### src/rtl/wide_add_pkg.sv
// rtl/wide_add_pkg.sv - shared word width, FSM state type and overflow helper
package wide_add_pkg;

  localparam int WORD_W = 16;

  typedef enum logic [1:0] {
    IDLE = 2'd0,
    RUN  = 2'd1,
    DONE = 2'd2
  } state_t;

  // Two's-complement overflow: operands agree in sign, result disagrees.
  function automatic logic signed_ovf(input logic a_msb, input logic b_msb, input logic s_msb);
    return (a_msb == b_msb) && (s_msb != a_msb);
  endfunction

endpackage

### src/rtl/wide_add_sequencer_lf.sv
// rtl/wide_add_sequencer_lf.sv - combinational 16-bit Ladner-Fischer prefix adder
module LadnerFischer
  import wide_add_pkg::*;
(
  input  logic [WORD_W-1:0] a,
  input  logic [WORD_W-1:0] b,
  input  logic              cin,
  output logic [WORD_W-1:0] sum,
  output logic              cout
);

  logic [WORD_W-1:0] g, p, gn, pn;
  logic [WORD_W:0]   c;

  // Minimum-depth prefix tree: at level k, each bit with bit k of its index
  // set absorbs the group ending just below its 2^k-aligned block.
  always_comb begin
    g  = a & b;
    p  = a ^ b;
    gn = g;
    pn = p;
    for (int k = 0; k < 4; k++) begin
      gn = g;
      pn = p;
      for (int i = 0; i < WORD_W; i++) begin
        if (((i >> k) & 1) == 1) begin
          gn[i] = g[i] | (p[i] & g[((i >> k) << k) - 1]);
          pn[i] = p[i] & p[((i >> k) << k) - 1];
        end
      end
      g = gn;
      p = pn;
    end
    c[0] = cin;
    for (int i = 0; i < WORD_W; i++) begin
      c[i+1] = g[i] | (p[i] & cin);
    end
  end

  assign sum  = a ^ b ^ c[WORD_W-1:0];
  assign cout = c[WORD_W];

endmodule

### src/rtl/wide_add_sequencer.sv
// rtl/wide_add_sequencer.sv - multi-word add/subtract, one 16-bit slice per cycle LSW first
module wide_add_sequencer
  import wide_add_pkg::*;
#(
  parameter  int NUM_WORDS = 4,
  localparam int W         = WORD_W * NUM_WORDS
) (
  input  logic         clk,
  input  logic         rst,
  input  logic         in_valid,
  output logic         in_ready,
  input  logic [W-1:0] in_a,
  input  logic [W-1:0] in_b,
  input  logic         in_sub,
  input  logic         in_cin,
  output logic         out_valid,
  input  logic         out_ready,
  output logic [W-1:0] out_sum,
  output logic         out_cout,
  output logic         out_ovf,
  output logic         busy
);

  localparam int           IW   = $clog2(NUM_WORDS);
  localparam logic [IW-1:0] LAST = IW'(NUM_WORDS - 1);

  state_t            state, state_n;
  logic [IW-1:0]     idx;
  logic              carry;
  logic [W-1:0]      a_reg, b_reg;
  logic              sub_reg;
  logic [WORD_W-1:0] core_a, core_b, core_sum;
  logic              core_cout;

  // Subtract is A + ~B + 1; the +1 enters through the initial carry.
  assign core_a = a_reg[idx*WORD_W +: WORD_W];
  assign core_b = b_reg[idx*WORD_W +: WORD_W] ^ {WORD_W{sub_reg}};

  LadnerFischer u_core (
    .a    (core_a),
    .b    (core_b),
    .cin  (carry),
    .sum  (core_sum),
    .cout (core_cout)
  );

  always_ff @(posedge clk) begin
    if (rst) state <= IDLE;
    else     state <= state_n;
  end

  always_comb begin
    state_n = state;
    case (state)
      IDLE:    if (in_valid) state_n = RUN;
      RUN:     if (idx == LAST) state_n = DONE;
      DONE:    if (out_ready) state_n = IDLE;
      default: state_n = IDLE;
    endcase
  end

  always_comb begin
    in_ready  = (state == IDLE);
    out_valid = (state == DONE);
    busy      = (state == RUN) || (state == DONE);
  end

  always_ff @(posedge clk) begin
    if (rst) begin
      idx      <= '0;
      carry    <= 1'b0;
      a_reg    <= '0;
      b_reg    <= '0;
      sub_reg  <= 1'b0;
      out_sum  <= '0;
      out_cout <= 1'b0;
      out_ovf  <= 1'b0;
    end else begin
      case (state)
        IDLE: if (in_valid) begin
          a_reg   <= in_a;
          b_reg   <= in_b;
          sub_reg <= in_sub;
          idx     <= '0;
          carry   <= in_sub ? 1'b1 : in_cin;
        end
        RUN: begin
          out_sum[idx*WORD_W +: WORD_W] <= core_sum;
          carry <= core_cout;
          if (idx == LAST) begin
            out_cout <= core_cout;
            out_ovf  <= signed_ovf(core_a[WORD_W-1], core_b[WORD_W-1], core_sum[WORD_W-1]);
          end else begin
            idx <= idx + 1'b1;
          end
        end
        default: ;
      endcase
    end
  end

endmodule

### config.mk
export PLATFORM = sky130hd
export DESIGN_NAME = wide_add_sequencer
export DESIGN_NICKNAME = d
export VERILOG_FILES = /design/src/rtl/wide_add_pkg.sv /design/src/rtl/wide_add_sequencer_lf.sv /design/src/rtl/wide_add_sequencer.sv
export SDC_FILE = /design/constraint.sdc
export NUM_CORES = 1
export LEC_CHECK = 0
export ABC_AREA = 1
export CORE_UTILIZATION = 32
export CTS_BUF_LIST = sky130_fd_sc_hd__clkbuf_8
export DETAILED_ROUTE_END_ITERATION = 10
export PLACE_DENSITY_LB_ADDON = 0.3
export REMOVE_ABC_BUFFERS = 1
export SLEW_MARGIN = 30
export SYNTH_ARGS = -nofsm -noshare
export SYNTH_HDL_FRONTEND = slang
export SYNTH_SLANG_ARGS = --single-unit
### constraint.sdc
create_clock -name clk -period 3.3 [get_ports clk]
set_input_delay 0.33 -clock clk [delete_from_list [all_inputs] [get_ports clk]]
set_output_delay 0.33 -clock clk [all_outputs]
set_load 0.02 [all_outputs]
# ---- After elaboration in Yosys (flattened, before gate mapping)
# Cells that the tools add are included.
dict set report word_totals {
  inputBits 134
  output_inout_bits 69
  elab_cells 176
  register_bits 200
}
dict set report classes {
  n_reduce_logical 9
  shift 4
  add_sub_neg 2
  n_bitwise 132
  n_mux 11
  eq_ne 9
}
# operator n
set op_table {}
lappend op_table {{$shiftx 64x7->16} 2}
lappend op_table {{$and 1x1->1} 80}
lappend op_table {{$bwmux 64} 1}
lappend op_table {{$shift 16x34->64 const A} 1}
lappend op_table {{$shiftx 16x34->64} 1}
lappend op_table {{$or 1x1->1} 48}
lappend op_table {{$xor 16x16->16} 3}
lappend op_table {{$neg 6->34} 1}
lappend op_table {{$and 16x16->16} 1}
lappend op_table {{$mux 2} 5}
lappend op_table {{$pmux 2 s3} 1}
lappend op_table {{$reduce_and 2->1} 3}
lappend op_table {{$reduce_and 3->1} 2}
lappend op_table {{$eq 2x2->1 const B} 2}
lappend op_table {{$ne 2x1->1 const B} 2}
lappend op_table {{$ne 2x2->1 const B} 2}
lappend op_table {{$pmux 2 s2} 1}
lappend op_table {{$add 2x1->2 const B} 1}
lappend op_table {{$eq 2x1->1 const B} 1}
lappend op_table {{$logic_not 2->1} 1}
lappend op_table {{$mux 1} 2}
lappend op_table {{$pmux 1 s2} 1}
lappend op_table {{$reduce_bool 2->1} 1}
lappend op_table {{$eq 1x1->1} 1}
lappend op_table {{other kinds (3)} 3}

# ---- Depth between registers and ports, before layout
dict set report logic_depth {
  word_depth 15
  depth_mapped 20
  mapped_depth_nobuf 17
}

# ---- Hierarchy
# Synthesis repeated with hierarchy kept, for this count alone.
dict set report hier_totals {
  cells_unflattened 1299
  area_unflattened_um2 9177.6
}
# module cells_per_inst area_per_inst_um2 instances seq_area_each_um2
set modules_own_cells {}
lappend modules_own_cells {wide_add_sequencer 1164 8351.8 1 4003.8}
lappend modules_own_cells {LadnerFischer 135 825.8 1 0.0}

# ---- Least setup slack after synthesis
# Ideal clock, no wire load.
dict set report synth_timing {
  path_kind {register to register}
  startpoint {reg idx[0]}
  endpoint {reg out_sum[60]}
  t_required_ps 3230
  n_path_buf 4
  path_stages_with_launch 19
  setup_ps 70
  arrival_ps 2631
  synth_period_minus_slack_ps 2701
  path_slack_ps 599
  path_cell_list {dfxtp_1 > buf_2 > clkbuf_1 > clkbuf_1 > o21ai_0 > o22ai_1 > ha_1 > nand2_1 > nand2_1 > nand2_1 > nand2_1 > nand2_1 > nand3_2 > buf_6 > nand2_4 > nand2_1 > nor2_2 > nand4_1 > a21oi_1}
}
dict set report synth_via {
  elab_chain_len 15
  word_cells_on_any_way 124
  cone_classes {1 x add/sub; 4 x shift; 1 x mux; 118 x bitwise}
}
# element line
set synth_lines {}
lappend synth_lines {{start, declared} wide_add_sequencer.sv:28} ;# logic [IW-1:0] idx;
lappend synth_lines {{start signal, assigned} wide_add_sequencer.sv:94} ;# idx <= idx + 1'b1;
lappend synth_lines {{$shiftx 64x7->16} wide_add_sequencer.sv:37} ;# assign core_b = b_reg[idx*WORD_W +: WORD_W] ^ {WORD_W{sub_reg}};
lappend synth_lines {{$xor 16x16->16} wide_add_sequencer.sv:37}
lappend synth_lines {{$xor 16x16->16 or $and 16x16->16 (tied branches)} {wide_add_sequencer_lf.sv:19, wide_add_sequencer_lf.sv:40, wide_add_sequencer_lf.sv:18}}
lappend synth_lines {{$and 1x1->1} wide_add_sequencer_lf.sv:27} ;# gn[i] = g[i] | (p[i] & g[((i >> k) << k) - 1]);
lappend synth_lines {{$or 1x1->1} wide_add_sequencer_lf.sv:27}
lappend synth_lines {{$and 1x1->1} wide_add_sequencer_lf.sv:27}
lappend synth_lines {{$or 1x1->1} wide_add_sequencer_lf.sv:27}
lappend synth_lines {{$and 1x1->1} wide_add_sequencer_lf.sv:27}
lappend synth_lines {{$or 1x1->1} wide_add_sequencer_lf.sv:27}
lappend synth_lines {{$and 1x1->1} wide_add_sequencer_lf.sv:27}
lappend synth_lines {{$or 1x1->1} wide_add_sequencer_lf.sv:27}
lappend synth_lines {{$or 1x1->1} wide_add_sequencer_lf.sv:36} ;# c[i+1] = g[i] | (p[i] & cin);
lappend synth_lines {{$xor 16x16->16} wide_add_sequencer_lf.sv:40} ;# assign sum = a ^ b ^ c[WORD_W-1:0];
lappend synth_lines {{$shiftx 16x34->64} wide_add_sequencer.sv:88} ;# out_sum[idx*WORD_W +: WORD_W] <= core_sum;
lappend synth_lines {{$bwmux 64 (*)} wide_add_sequencer.sv:88}
lappend synth_lines {{end signal, assigned by index} wide_add_sequencer.sv:88}
lappend synth_lines {{end, declared} wide_add_sequencer.sv:18} ;# output logic [W-1:0] out_sum,
# Every way passes the cells marked *; elsewhere a longest branch is shown, timed or not.
# A chain may end at the register's enable or synchronous reset.

# ---- Worst setup path after layout
dict set report layout_timing {
  startpoint {reg idx[1]}
  endpoint {reg out_sum[63]}
}
# Same word-level chain as after synthesis.

==> metrics <==
CTS Buf Count=17; worst-path fanout max=34; CP startpoint kind=register; Hold-fix buffers, CTS=0; clock skew=16.1 ps; cell count after placement=1764; CTS Sinks=200; via count=8547; clk slew on worst S/H paths=100 ps; VDD IR max=0.336 mV; dpl hpwl=18200 um; Sw Pwr=4.41 mW; Final #Nets=1571; Die H=169 um; CTS root buf=clkbuf_8; Synth Cell Area=8980 um2; CP endpoint kind=register; Synth area leader=dfxtp_1; top cells by area, synth=dfxtp_1, nor2_1, o21ai_0; setup ws final=383 ps; Vias/cell=4.76; DR WL/cell=14.4 um; Post-Synthesis Cells=1258; fin cells=1796; DRC viols=0; fill cell total of the finished layout=2855; Int Pwr=5.44 mW; register area share after synthesis=44.6%; Routed Antenna Nets=0; PortBufs=202; final setup violation count=0; clk_lat worst skew=470 ps; CTS tree=done; first-pass GRT wire length=41400 um; Slew Viols, Final=0; Post-Route WL=25800 um; GRT Residual Overflow=0; Die ar.=28700 um2; hold_ws=470 ps; final-report hold violation count=0; most frequent cells in the layout=nor2_1, clkdlybuf4s50_1, dfxtp_1; Initial DRC Count=597; core area=27300 um2; post-CTS setup buffers=0; row cnt=60; clock tree buffer depth=2; PwrDens=841 nW/um2; leakage power total=4.63 nW; status=complete, no violations; power share of the clock group=16.3%; worst-margin pin slew=993 ps; Die Width=169 um; Sequential Power Share=32.9%; Sw Share=44.8%; dpl ws=299 ps; Synth cell types=35; Routability Congestion=0.808; Combinational Power Share=50.9%; commonest non-fill, non-tap cell in the layout=nor2_1; drt first pass iters=5; MaxCap Viol Count=0; area delta synth->final=30.5%; Final min period=2920 ps; yosys warns=0; EDFF count, synth=0; Yosys reg bits=200; Ports=203; unrepaired setup endpoints after global routing=no; initial antenna violation count=0; Multi-input gate area=4470 um2; top-area cell type share of the netlist area=44.6%; Avg Inst Size Synth=7.14 um2; pin count of the biggest net entering global routing=93; Initial Util=32.9%; HP Class=register to register; Top FF cell, synth=dfxtp_1; vias in the first global route=7940; post-CTS sizing=0; register area=4010 um2; Tot GR Track Use=18.2%; Worst EP arrival=3230 ps; post-synthesis async set-or-reset flop share=0%; fin crit share=88.4%; Worst EP required=3620 ps; H-tree depth=4; Slew headroom=33.3%; WS Path Type=register to register; fmax=343 MHz; ANT cells=0; ratio of cells with drive above 1 in the final layout=5.27%
[layout make-up]
class	count	share of cell area, %
clock buffers	17	2.00
well taps	372	3.97
clock inverters	15	1.38
repair buffers	222	18.8
multi-input cells	925	38.1
flip-flops and latches	200	34.2
inverters	45	1.53
[worst max-delay path, cell delays in order, from the launching register on]
cell	delay (ps)
dfxtp_1	400
buf_6	290
o21ai_0	130
o22ai_1	270
xor2_1	180
ha_1	300
nand2_1	110
nand2_1	60
nand2_1	70
nand2_1	90
nand2_1	120
nand3_4	170
nand2_1	150
nand2_1	90
nand2_1	70
nand2_1	100
nand4_1	90
a21oi_1	70
[power by group through the flow]
stage          logic, mW  registers [mW]  clock network (mW)
2_1_floorplan       3.32            3.38                   0
3_3_place_gp        4.90            3.29                   0
3_5_place_dp        4.99            3.29                   0
4_1_cts             5.00            3.24                1.65
5_1_grt             5.64            3.31                1.76
6_report            5.01            3.24                1.60
[path summary, 6_finish.rpt]
kind,start,to,slack [ps],cells past startpoint
setup reg to reg,idx[1]$_SDFFE_PP0P_,out_sum[63]$_SDFFE_PP0P_,380,17
hold reg to reg,out_sum[50]$_SDFFE_PP0P_,out_sum[50]$_SDFFE_PP0P_,470,2
setup / recovery,idx[1]$_SDFFE_PP0P_,out_sum[63]$_SDFFE_PP0P_,380,17
hold / removal,out_sum[50]$_SDFFE_PP0P_,out_sum[50]$_SDFFE_PP0P_,470,2
[cell families after synthesis]
family | synth area share, %
buffers and inverters | 5.81
AO/OA/AOI/OAI | 18.4
AND/OR/NAND/NOR | 25.4
XOR/XNOR | 2.15
adder cells (fa/ha/maj) | 3.71
flip-flops | 44.6
[metal layers]
metal | wire length [um] | share of wire (%) | vias to the layer above | global-route usage (%)
met2 | 11700 | 45 | 196 | 29.4
met4 | 277 | 1.1 | 0 | 4.74
met5 | 0 | 0 | - | 0
met1 | 12500 | 49 | 3892 | 25.0
met3 | 1230 | 4.8 | 19 | 3.36
li1 | - | - | 4440 | -
[through the flow]
stage	total power, mW	setup TNS [ps]	area (um2)	util, %
6_report	9.85	0	11700	43.0
5_1_grt	10.7	0	11700	43.0
4_1_cts	9.89	0	11700	42.9
3_5_place_dp	8.28	0	11300	41.5
3_3_place_gp	8.19	0	11300	41.5
2_1_floorplan	6.70	-288030	8620	-
[cells in the mapped netlist, types with 11 or more instances]
master,instances
o22ai_1,30
dfxtp_1,200
nor2_1,332
xor2_1,21
o21ai_0,196
nand4_1,20
nand3_1,30
a21oi_1,82
nand2_1,153
ha_1,25
clkbuf_1,69
inv_1,44
buf_2,11
No activity file was read; power rests on OpenSTA's default activity.
==> edit 1, RTL diff (config.mk and constraints unchanged) <==
Register the output `out_ovf` once more, cleared by the reset; this adds one clock of latency there. The other outputs are not delayed to match.
--- a/src/rtl/wide_add_sequencer.sv
+++ b/src/rtl/wide_add_sequencer.sv
@@ -23,6 +23,8 @@
 
   localparam int           IW   = $clog2(NUM_WORDS);
   localparam logic [IW-1:0] LAST = IW'(NUM_WORDS - 1);
+
+  logic out_ovf_s0;
 
   state_t            state, state_n;
   logic [IW-1:0]     idx;
@@ -74,7 +76,7 @@
       sub_reg  <= 1'b0;
       out_sum  <= '0;
       out_cout <= 1'b0;
-      out_ovf  <= 1'b0;
+      out_ovf_s0 <= 1'b0;
     end else begin
       case (state)
         IDLE: if (in_valid) begin
@@ -89,7 +91,7 @@
           carry <= core_cout;
           if (idx == LAST) begin
             out_cout <= core_cout;
-            out_ovf  <= signed_ovf(core_a[WORD_W-1], core_b[WORD_W-1], core_sum[WORD_W-1]);
+            out_ovf_s0 <= signed_ovf(core_a[WORD_W-1], core_b[WORD_W-1], core_sum[WORD_W-1]);
           end else begin
             idx <= idx + 1'b1;
           end
@@ -99,5 +101,13 @@
     end
   end
 
+  always_ff @(posedge clk) begin
+    if (rst) begin
+      out_ovf <= '0;
+    end else begin
+      out_ovf <= out_ovf_s0;
+    end
+  end
+
 endmodule
 
Check against the original RTL: same outputs for any inputs over 4 cycles, from zero or initial values and one cycle with rst high; that may be too few to reach the edited logic, so the function may still have changed.
==> edit 1 against the unedited design <==
Critical path depth down 5. Count of clock-buffer cells in the layout up 23. Wire length up 0.58%. Total power up 4.4%. Global-route usage down 0.22 points. Die area up 0.27%. Sequential cell count up 1. Synthesized area up 0.26%. Setup slack worse by 0.044 ns. Final area up 2.3%. First-iteration DRC count down 7.7%.
==> edit 1: results (changes against the unedited design) <==
| Metric | Value |
|---|---|
| Status | finished, final reports clean |
| Pre-antenna DRT Iters | 5 (unchanged) |
| # fillers | 2878 (+0.81%) |
| Peak VDD IR | 0.3251 mV (-3.3%) |
| Adder-cell share of the synthesized area | 3.698% (-0.0098 points) |
| Antenna violations before repair | 0 (unchanged) |
| Vias | 8652 (+1.2%) |
| Largest cells by area after synthesis | dfxtp_1 (45%), nor2_1 (14%), o21ai_0 (11%) |
| Clk_skew | 0.01446 ns (-0.001633 ns) |
| H-tree Lvls | 2 (-2) |
| P_leak | 4.799 nW (+3.7%) |
| Worst relative slew slack | 51.79% (+19 points) |
| Worst Path Arrival | 3.39 ns (+0.16 ns) |
| Worst min-delay path class | reg -> reg |
| GR Util All Layers | 18.01% (-0.22 points) |
| Mapped Cells | 1260 (+0.16%) |
| Net switching power | 0.004478 W (+1.5%) |
| Layout cells sized above 1 | 6.469% (+1.2 points) |
| Wire per inst | 14.17 um (-1.3%) |
| Netlist cell types | 36 (+2.9%) |
| Seq/Total Area, Yosys | 44.71% (+0.10 points) |
| Number of global-route vias before repair | 8223 (+3.6%) |
| Largest net degree at the start of global routing | 90 (-3.2%) |
| Max Root-Sink Buffers | 3 (+1) |
| Syn. warnings | 0 (unchanged) |
| CTS Buf Count | 34 (+17) |
| Yosys top cell area share | 44.71% (+0.10 points) |
| Vias/cell | 4.725 (-0.71%) |
| XOR/XNOR Fraction of Synth Area | 2.141% (-0.0057 points) |
| Initial DRC count | 551 (-7.7%) |
| Worst-Skew Late Latency | 0.51 ns (+0.04 ns) |
| Final GP Congestion | 0.8381 (+3.7%) |
| Placed Area | 0.01134 mm^2 (+0.38%) |
| Commonest cells post-synth | nor2_1 (333), dfxtp_1 (201), o21ai_0 (196) |
| Placed cells | 1776 (+0.68%) |
| Nets | 1595 (+1.5%) |
| DP HPWL | 18190 um (+0.12%) |
| Clock slew at reported path FFs | 0.06 ns (-0.04 ns) |
| Compound-Gate Fraction of Synth Area | 18.32% (-0.049 points) |
| N_diodes | 0 (unchanged) |
| First-pass GRT wire length | 41790 um (+0.98%) |
-- edit 1: cell count changes in the layout (fill, tap and decap cells not counted), moves of 2 or more --
| cell | unedited run | this run |
|---|---|---|
| inv_6 | 2 | 0 |
| nand2_1 | 152 | 154 |
| nor2_2 | 7 | 5 |
| bufinv_16 | 3 | 0 |
| inv_1 | 44 | 49 |
| clkbuf_8 | 17 | 40 |
| or2_2 | 3 | 5 |
| buf_4 | 16 | 20 |
-- edit 1: kinds of logic after synthesis --
family	Yosys count
XOR/XNOR	22
adder cells (fa/ha/maj)	26
AND/OR/NAND/NOR	562
flip-flops	201
buffers and inverters	132
AO/OA/AOI/OAI	317
-- edit 1: path summary, 6_finish.rpt --
kind	start	to	slack, ns	cells past startpoint
worst max-delay path	idx[1]	out_sum[55]	0.34	12
worst min-delay path	out_ovf_s0	out_ovf	0.42	2
worst max register to register	idx[1]	out_sum[55]	0.34	12
worst min register to register	out_ovf_s0	out_ovf	0.42	2
-- edit 1: area by class of cell --
cell class | count | share of cell area (%)
repair buffers | 227 | 18.69
inverters | 44 | 1.440
well taps | 378 | 3.944
flip-flops and latches | 201 | 33.59
clock inverters | 14 | 0.5008
multi-input cells | 927 | 37.25
clock buffers | 40 | 4.591
-- edit 1: per-layer routing --
layer / global-route usage [%] / vias to the layer above / routed length, um
met5: 0 / - / 0
li1: - / 4503 / -
met2: 29.45 / 226 / 11940
met1: 23.90 / 3886 / 12100
met4: 5.601 / 0 / 484
met3: 3.335 / 37 / 1406
-- edit 1: through the flow --
step	setup WS, ns	util [%]
finish	0.3386	43.28
floorplan	-1.880	-
detailed placement	0.1948	40.92
CTS	0.1772	43.13
global placement	0.2474	40.92
global route	0.07878	43.28
-- edit 1: repair_timing --
| action | 4_1_cts | 5_1_grt |
|---|---|---|
| setup endpoints to repair | 0 | 28 |
| resized for setup | 0 | 5 |
| setup buffers | 0 | 1 |
-- edit 1: power by group through the flow --
| stage | Sequential, W | Clock [W] | Combinational, W |
|---|---|---|---|
| 6_report | 0.00326 | 0.00203 | 0.00499 |
| 5_1_grt | 0.00333 | 0.00222 | 0.00565 |
| 4_1_cts | 0.00326 | 0.00210 | 0.00497 |
| 3_5_place_dp | 0.00331 | 0 | 0.00496 |
| 3_3_place_gp | 0.00330 | 0 | 0.00490 |
| 2_1_floorplan | 0.00340 | 0 | 0.00330 |
-- edit 1: worst max-delay path, stage by stage (launching register included) --
cell and delay [ns]:
dfxtp_1 0.39, buf_6 0.30, o21ai_0 0.14, o22ai_1 0.21
xor2_1 0.09, ha_1 0.36, nand2_1 0.11, nor2_1 0.25
nand4_1 0.12, nand3_1 0.12, xor2_1 0.47, nand4_1 0.15
a21oi_1 0.17
==> edit 2, RTL diff (same flow settings) <==
Without the edit above. Change the parameter `NUM_WORDS` from 4 to 8.
--- a/src/rtl/wide_add_sequencer.sv
+++ b/src/rtl/wide_add_sequencer.sv
@@ -2,7 +2,7 @@
 module wide_add_sequencer
   import wide_add_pkg::*;
 #(
-  parameter  int NUM_WORDS = 4,
+  parameter  int NUM_WORDS = 8,
   localparam int W         = WORD_W * NUM_WORDS
 ) (
   input  logic         clk,
Ports: changed (resized in_a, in_b and out_sum); port bits go from 203 to 395. No check against the original RTL was run, so the function may have changed too.
==> edit 2 against the unedited design <==
Final area increased by 100%. Non-clock buffer count is 258 higher. Synthesized area increased by 86%. Global-route usage increased by 2.8 points. Total power rose by 98%. Combinational power increased by 73%. Sequential cell count grew 193. Worst hold slack got worse by 0.14 ns. Clock skew grew 0.011 ns. Wire length increased by 120%. Die area grew 85%. Utilization is 2.8 points higher. Setup slack got worse by 0.25 ns. Largest power group unchanged. Highest routed layer unchanged.
==> edit 2: results (changes against the unedited design) <==
| Metric | Value |
|---|---|
| Multi-input gates | 1679 (+82%) |
| Seq/Total Area, Yosys | 47.15% (+2.5 points) |
| Area of the multi-input gates | 0.008133 mm^2 (+82%) |
| End point of the critical path | out_sum[123] |
| FFs & Latches | 393 (+97%) |
| Non-clk bufs | 480 (+120%) |
| Seq pwr share | 32.0% (-0.9 points) |
| Port bufs | 394 (+95%) |
| Register area | 0.007875 mm^2 (+97%) |
| H-tree Lvls | 3 (-1) |
| Wire per inst | 16.94 um (+18%) |
| Nonclk inv count | 61 (+36%) |
| Met2 Use GR | 36.13% (+6.7 points) |
| Peak VDD IR | 0.3827 mV (+14%) |
| Clock slew at reported path FFs | 0.07 ns (-0.03 ns) |
| Placed cells | 3278 (+86%) |
| Largest net degree at the start of global routing | 121 (+30%) |
| Initial DRC count | 996 (+67%) |
| Adder-cell share of the synthesized area | 1.845% (-1.9 points) |
| Compound-Gate Fraction of Synth Area | 22.90% (+4.5 points) |
| Met1 Track Usage GR | 26.55% (+1.6 points) |
| Mapped Cells | 2315 (+84%) |
| Netlist cell types | 32 (-8.6%) |
| Nets | 2970 (+89%) |
| Sw frac | 40.39% (-4.4 points) |
| First-pass GRT wire length | 88220 um (+110%) |
| Worst slew pin tran | 0.6982 ns (-0.2952 ns) |
| Pwr dens | 829.5 mW/mm^2 (-1.3%) |
| Clock group | 0.00464 W (+190%) |
| Hold path start | in_a[38] |
| Worst-Skew Late Latency | 0.65 ns (+0.18 ns) |
| Worst Hold End | a_reg[38] |
| Layout cells sized above 1 | 9.707% (+4.4 points) |
| Clk_skew | 0.02754 ns (+0.01145 ns) |
| N_diodes | 2 (+2) |
| CTS Buf Count | 69 (+52) |
| Status | finished, final reports clean |
| Final GP Congestion | 0.8346 (+3.2%) |
| Top fanout value on the critical path | 16 (-53%) |
## edit 2: metrics by stage
| stage | hold slack (ns) | cell area, um^2 | setup TNS (ns) | setup slack, ns |
|---|---|---|---|---|
| 2_1_floorplan | 0.3991 | 15940 | -1965.02 | -5.958 |
| 3_3_place_gp | 0.4349 | 21580 | -0.2039 | -0.02687 |
| 3_5_place_dp | 0.4457 | 21580 | -1.795 | -0.09804 |
| 4_1_cts | 0.2639 | 23170 | -0.02487 | -0.02487 |
| 5_1_grt | 0.2930 | 23550 | -0.4077 | -0.06407 |
| 6_report | 0.3263 | 23550 | 0 | 0.1354 |
## edit 2: timing repair
item / 4_1_cts / 5_1_grt
gates cloned: 3 / 4
endpoints found under the setup margin: 58 / 105
pin swaps: 2 / 21
gates resized for setup: 13 / 65
buffers inserted: 0 / 8
